$ cat config.mk
export PLATFORM = sky130hd
export DESIGN_NAME = ram_window_ctrl
export DESIGN_NICKNAME = d
export VERILOG_FILES = /design/src/rtl/ram_window_ctrl.sv
export SDC_FILE = /design/constraint.sdc
export NUM_CORES = 1
export LEC_CHECK = 0
export CAP_MARGIN = 15
export CORE_ASPECT_RATIO = 0.75
export CORE_MARGIN = 5
export CORE_UTILIZATION = 58
export CTS_CLUSTER_DIAMETER = 200
export DETAILED_ROUTE_END_ITERATION = 10
export PLACE_DENSITY = 0.87
export SLEW_MARGIN = 25
export SYNTH_ARGS = -nofsm -noshare
export SYNTH_HDL_FRONTEND = slang
export SYNTH_SLANG_ARGS = --single-unit
$ cat constraint.sdc
create_clock -name clka -period 7.36 [get_ports clka]
set_input_delay 1.472 -clock clka [delete_from_list [all_inputs] [get_ports clka]]
set_output_delay 1.472 -clock clka [all_outputs]
set_load 0.05 [all_outputs]
$ cat src/rtl/ram_window_ctrl.sv
// Loads a raster image into an external block RAM, then reads it back as
// 3x3 windows around every interior pixel, one window per handshake.
module ram_window_ctrl #(
    parameter int IMG_W  = 64,
    parameter int IMG_H  = 64,
    parameter int RD_LAT = 1
) (
    input  logic        clka,
    input  logic        reset,
    input  logic        start,
    input  logic        in_valid,
    input  logic [7:0]  in_data,
    output logic        in_ready,
    output logic [11:0] ram_addr,
    output logic        ram_we,
    output logic [7:0]  ram_din,
    input  logic [7:0]  ram_dout,
    output logic        win_valid,
    output logic [71:0] win_data,
    input  logic        win_ready,
    output logic        busy,
    output logic        done
);

    localparam logic [11:0] LAST_PIX = 12'(IMG_W * IMG_H - 1);
    localparam logic [11:0] LAST_X   = 12'(IMG_W - 2);
    localparam logic [11:0] LAST_Y   = 12'(IMG_H - 2);

    typedef enum logic [2:0] {
        IDLE,
        LOAD,
        FETCH,
        EMIT,
        FIN
    } state_t;

    state_t      state_q, state_d;
    logic [11:0] load_cnt_q, load_cnt_d;
    logic [11:0] cx_q, cx_d;
    logic [11:0] cy_q, cy_d;
    logic [3:0]  k_q, k_d;
    logic        full_q, full_d;
    logic [71:0] win_q;

    // Read-tag pipeline: follows each issued read until its data returns.
    logic [RD_LAT-1:0] rd_vld_q;
    logic [3:0]        rd_k_q [RD_LAT];

    logic        issue;
    logic        cap8;
    logic [3:0]  ka;
    logic [1:0]  r_off, c_off;
    logic [11:0] row, col;
    logic [11:0] fetch_addr;

    assign issue = (state_q == FETCH) && (k_q <= 4'd8);
    assign cap8  = rd_vld_q[RD_LAT-1] && (rd_k_q[RD_LAT-1] == 4'd8);

    // k_q runs one past 8 while draining; the address stays on tap 8.
    always_comb begin
        ka    = (k_q > 4'd8) ? 4'd8 : k_q;
        r_off = 2'd0;
        c_off = 2'd0;
        case (ka)
            4'd0: begin r_off = 2'd0; c_off = 2'd0; end
            4'd1: begin r_off = 2'd0; c_off = 2'd1; end
            4'd2: begin r_off = 2'd0; c_off = 2'd2; end
            4'd3: begin r_off = 2'd1; c_off = 2'd0; end
            4'd4: begin r_off = 2'd1; c_off = 2'd1; end
            4'd5: begin r_off = 2'd1; c_off = 2'd2; end
            4'd6: begin r_off = 2'd2; c_off = 2'd0; end
            4'd7: begin r_off = 2'd2; c_off = 2'd1; end
            default: begin r_off = 2'd2; c_off = 2'd2; end
        endcase
        row        = cy_q + 12'(r_off) - 12'd1;
        col        = cx_q + 12'(c_off) - 12'd1;
        fetch_addr = 12'(32'(row) * 32'(IMG_W) + 32'(col));
    end

    always_comb begin
        state_d    = state_q;
        load_cnt_d = load_cnt_q;
        cx_d       = cx_q;
        cy_d       = cy_q;
        k_d        = k_q;
        full_d     = 1'b0;
        case (state_q)
            IDLE: begin
                if (start) begin
                    state_d    = LOAD;
                    load_cnt_d = 12'd0;
                end
            end
            LOAD: begin
                if (in_valid) begin
                    if (load_cnt_q == LAST_PIX) begin
                        state_d    = FETCH;
                        load_cnt_d = 12'd0;
                        cx_d       = 12'd1;
                        cy_d       = 12'd1;
                        k_d        = 4'd0;
                    end else begin
                        load_cnt_d = load_cnt_q + 12'd1;
                    end
                end
            end
            FETCH: begin
                if (k_q <= 4'd8) k_d = k_q + 4'd1;
                if (full_q) begin
                    state_d = EMIT;
                end else begin
                    full_d = cap8;
                end
            end
            EMIT: begin
                if (win_ready) begin
                    if (cx_q == LAST_X && cy_q == LAST_Y) begin
                        state_d = FIN;
                    end else begin
                        state_d = FETCH;
                        k_d     = 4'd0;
                        if (cx_q == LAST_X) begin
                            cx_d = 12'd1;
                            cy_d = cy_q + 12'd1;
                        end else begin
                            cx_d = cx_q + 12'd1;
                        end
                    end
                end
            end
            FIN: begin
                state_d = IDLE;
                cx_d    = 12'd0;
                cy_d    = 12'd0;
                k_d     = 4'd0;
            end
            default: state_d = IDLE;
        endcase
    end

    always_ff @(posedge clka) begin
        if (reset) begin
            state_q    <= IDLE;
            load_cnt_q <= 12'd0;
            cx_q       <= 12'd0;
            cy_q       <= 12'd0;
            k_q        <= 4'd0;
            full_q     <= 1'b0;
            rd_vld_q   <= '0;
            win_q      <= 72'd0;
            for (int i = 0; i < RD_LAT; i++) rd_k_q[i] <= 4'd0;
        end else begin
            state_q     <= state_d;
            load_cnt_q  <= load_cnt_d;
            cx_q        <= cx_d;
            cy_q        <= cy_d;
            k_q         <= k_d;
            full_q      <= full_d;
            rd_vld_q[0] <= issue;
            rd_k_q[0]   <= k_q;
            for (int i = 1; i < RD_LAT; i++) begin
                rd_vld_q[i] <= rd_vld_q[i-1];
                rd_k_q[i]   <= rd_k_q[i-1];
            end
            if (rd_vld_q[RD_LAT-1]) begin
                for (int b = 0; b < 9; b++) begin
                    if (rd_k_q[RD_LAT-1] == 4'(b)) win_q[8*b +: 8] <= ram_dout;
                end
            end
        end
    end

    // Outputs are forced quiet while reset is held, whatever the state.
    always_comb begin
        in_ready  = !reset && (state_q == LOAD);
        ram_we    = in_ready && in_valid;
        ram_din   = ram_we ? in_data : 8'd0;
        ram_addr  = 12'd0;
        if (!reset) begin
            if (state_q == LOAD) ram_addr = load_cnt_q;
            else if (state_q == FETCH || state_q == EMIT) ram_addr = fetch_addr;
        end
        win_valid = !reset && (state_q == EMIT);
        win_data  = reset ? 72'd0 : win_q;
        busy      = !reset && (state_q != IDLE);
        done      = !reset && (state_q == FIN);
    end

endmodule

==> impl_metrics.ini <==
[sta]
rsz_0062_raised_after_global_routing = false
fin_tns_setup_ns = 0
timing.final.max_slew_violations = 0
period_share_pct = 90.75
min_period_ns = 6.680
maxSlewHeadroom_pct = 37.56
max_clock_freq_mhz = 149.7
setup-violations-final = 0
final.setup_skew_ns = 0.01169
hold_viol = 0
worst_pin_slew_ns = 0.9332
finalHoldWorstSlack_ns = 0.4399

[critical_path]
crit_path_max_fanout = 5
critPathMostFrequentCell = sky130_fd_sc_hd__ha_1
cp-start-kind = register
ordered_cell_list_for_the_critical_path = inv_1 -> ha_1 -> inv_1 -> o21ai_0 -> and2_1 -> ha_1 -> o21ai_0 -> ha_1 -> inv_1 -> ha_1 -> fa_1 -> inv_1 -> ha_1 -> inv_1 -> ha_1 -> or2_2 -> a41oi_1 -> xor2_1 -> o21ai_0 -> clkdlybuf4s50_1
critPathKind = register to output port
cp-end-kind = output port
timing.critical_path.slowest_cell_delay_ns = 0.83
crit_path_top_delay_cell = sky130_fd_sc_hd__clkdlybuf4s50_1
crit_path_dat_ns = 5.21
cp.required_ns = 5.89

[final_layout]
antenna_cells_inserted = 0
syn_to_final_growth_pct = 27.20
finish.net_count = 953
multiInputGateArea_sq_um = 3949
seq_area_sq_um = 2422
finalInstanceArea_sq_um = 8561
final_layout_size_suffix_gt1_share_pct = 5.980
final.fill_count = 805

[synth]
synth.net_count = 857
synth_warnings = 0
syn-cell-area_sq_um = 6730
postSynthCellCount = 794
synth_enable_flop_cells = 0
post_synthesis_cell_type_count = 55
sequential_to_total_area_share_from_yosys_stat_pct = 35.99
ys.flop_type = sky130_fd_sc_hd__dfxtp_1
synth_seq_cells = 121
post_synth.cell_area_avg_sq_um = 8.476
synth_async_sr_flop_share_pct = 0

[clocking]
cts-root-buf = sky130_fd_sc_hd__clkbuf_16
tritoncts_num_sinks = 121
postCtsSetupBuffers = 0
cts-htree-levels = 4
clk_path_buf_depth = 2
tritoncts = built
clk_pin_slew_worst_paths_ns = 0.06
postCtsResizedCells = 0
postCtsHoldBufs = 0
cts-buffers-inserted = 17
clk_latency_ns = 0.41

[power_and_ir_drop]
peak_supply_drop_uv = 197.8
power.leakage_nw = 3.506
power_density_nw_per_um2 = 211.9

[global_routing]
grt_pass1_wl_um = 28310
grt-ovfl-total = 0
globalRouteTotalUtil_pct = 25.43
grt_pass1_vias = 5556
initial_antenna_violation_count = 0
grt_max_degree = 70

[placed_design]
hpwlAfterDp_um = 12150
gp_congestion = 0.8910
io_buffers = 117
placed_cell_area_sq_um = 7938

[routing]
metal3_wl_um = 1235
top_layer = met4
wl_per_cell_um = 16.87
routed_wirelength_um = 17660
initialDrtViolationCount = 485
ant_nets = 0
drcViolationCount = 0
avgViaCountPerCell = 5.644
drt-pass1-iter-count = 5
num_vias = 5909
drt-met1-wl_um = 8130
met2_wirelength_um = 8076

[die]
dieWidth_um = 134.4
num_rows = 34
start_util_pct = 58.59
die_area_sq_um = 13880
dieHeight_um = 103.3
core_region_area_sq_um = 11490
design.portCount = 118

[status]
run_status = complete, no violations

[hold_path]
min_path_type = register to register

[job]
maxCapViolations = 0
==> sequential cells by signal, summed over array words and instances, names as in the netlist <==
| register | flops |
|---|---|
| rd_k_q | 4 |
| load_cnt_q | 12 |
| state_q | 3 |
| win_q | 72 |
| full_q | 1 |
| k_q | 4 |
| cx_q | 12 |
| cy_q | 12 |
| rd_vld_q | 1 |
==> cells in the final DEF (no fill, tap or decap), types with 6 or more instances in the layout <==
cell type / Yosys / routed
sky130_fd_sc_hd__clkdlybuf4s50_1: 0 / 116
sky130_fd_sc_hd__nor2b_1: 79 / 79
sky130_fd_sc_hd__nor4_1: 6 / 6
sky130_fd_sc_hd__clkbuf_16: 0 / 17
sky130_fd_sc_hd__or3_1: 9 / 9
sky130_fd_sc_hd__nand3b_1: 6 / 6
sky130_fd_sc_hd__nor3_1: 16 / 16
sky130_fd_sc_hd__a211oi_1: 7 / 7
sky130_fd_sc_hd__nand4_1: 15 / 15
sky130_fd_sc_hd__and3_1: 14 / 14
sky130_fd_sc_hd__nor2_1: 123 / 123
sky130_fd_sc_hd__mux2i_1: 77 / 77
sky130_fd_sc_hd__ha_1: 40 / 40
sky130_fd_sc_hd__xnor2_1: 15 / 15
sky130_fd_sc_hd__xor2_1: 9 / 9
sky130_fd_sc_hd__inv_1: 46 / 46
sky130_fd_sc_hd__o21ai_0: 26 / 26
sky130_fd_sc_hd__inv_6: 0 / 6
sky130_fd_sc_hd__a21oi_1: 25 / 25
sky130_fd_sc_hd__buf_4: 0 / 7
sky130_fd_sc_hd__dfxtp_1: 121 / 121
sky130_fd_sc_hd__nand2_1: 33 / 33
sky130_fd_sc_hd__nand2b_1: 6 / 6
sky130_fd_sc_hd__nand3_1: 9 / 9
==> layout make-up <==
type | count | share of cell area, %
inverters | 46 | 2.017
well taps | 144 | 2.105
flip-flops and latches | 121 | 28.30
multi-input cells | 581 | 46.13
clock buffers | 18 | 5.130
clock inverters | 14 | 2.148
repair buffers | 123 | 14.18
==> path summary, 6_finish.rpt <==
| path | startpoint | end | slack (ns) | depth (start not counted) |
|---|---|---|---|---|
| max | k_q[1] | ram_addr[10] | 0.68 | 20 |
| min | full_q | full_q | 0.44 | 1 |
| max reg2reg | cx_q[0] | cx_q[11] | 4.45 | 8 |
| min reg2reg | full_q | full_q | 0.44 | 1 |
==> cells by family (layout without fill, tap and decap cells) <==
group,Yosys count,in the layout,share of synthesized area [%]
compound gates,95,95,9.128
xor+xnor,24,24,3.123
fa+ha+maj,42,42,8.031
buf+inv,92,201,5.335
flops,121,121,35.99
mux,78,78,11.62
simple gates,342,342,26.77
==> per-layer routing <==
metal | up-vias | track usage, %
li1 | 2898 | -
met1 | 2754 | 35.70
met4 | 0 | 7.746
met5 | - | 0
met3 | 24 | 6.431
met2 | 233 | 39.00
==> critical path, delay by kind of cell (launching register included) <==
kind	cells	cell delay [ns]
buffers and inverters	6	1.12
DFF	1	0.39
adders and majority gates	7	1.81
and+or+nand+nor	2	0.59
xor gates and xnor gates	1	0.09
AOI/OAI and AO/OA	4	0.81
==> Yosys cell counts (6+ instances only) <==
| cell type | n | area, sq um |
|---|---|---|
| sky130_fd_sc_hd__nand3b_1 | 6 | 45.04 |
| sky130_fd_sc_hd__nor2_1 | 123 | 461.7 |
| sky130_fd_sc_hd__nand3_1 | 9 | 45.04 |
| sky130_fd_sc_hd__xnor2_1 | 15 | 131.4 |
| sky130_fd_sc_hd__a21oi_1 | 25 | 125.1 |
| sky130_fd_sc_hd__nand2b_1 | 6 | 37.54 |
| sky130_fd_sc_hd__inv_1 | 46 | 172.7 |
| sky130_fd_sc_hd__nor4_1 | 6 | 37.54 |
| sky130_fd_sc_hd__nor3_1 | 16 | 80.08 |
| sky130_fd_sc_hd__or3_1 | 9 | 56.30 |
| sky130_fd_sc_hd__buf_1 | 14 | 52.55 |
| sky130_fd_sc_hd__xor2_1 | 9 | 78.83 |
| sky130_fd_sc_hd__and3_1 | 14 | 87.58 |
| sky130_fd_sc_hd__nand2_1 | 33 | 123.9 |
| sky130_fd_sc_hd__ha_1 | 40 | 500.5 |
| sky130_fd_sc_hd__o21ai_0 | 26 | 130.1 |
| sky130_fd_sc_hd__nand4_1 | 15 | 93.84 |
| sky130_fd_sc_hd__nor2b_1 | 79 | 494.2 |
| sky130_fd_sc_hd__a211oi_1 | 7 | 52.55 |
| sky130_fd_sc_hd__dfxtp_1 | 121 | 2422 |
| sky130_fd_sc_hd__mux2i_1 | 77 | 770.7 |
| sky130_fd_sc_hd__clkbuf_1 | 26 | 97.59 |
==> stage by stage <==
| stage | setup slack (ns) | power [mW] | utilization [%] | std cells |
|---|---|---|---|---|
| finish | 0.6804 | 1.814 | 74.53 | 1047 |
| global route | 0.2507 | 1.882 | 74.53 | 1047 |
| CTS | 0.6797 | 1.814 | 74.53 | 1047 |
| detailed placement | 1.217 | 0.9472 | 69.11 | 1015 |
| global placement | 1.305 | 0.9436 | 69.11 | 1015 |
| floorplan | 1.450 | 0.8764 | - | 794 |
==> power breakdown <==
group	switching (mW)	internal (mW)	leakage (nW)
Sequential	0.0141	0.663	0.976
Clock	0.326	0.549	0.299
Combinational	0.167	0.0936	2.23
Total	0.507	1.31	3.51
(Power assumes the default switching activity.)
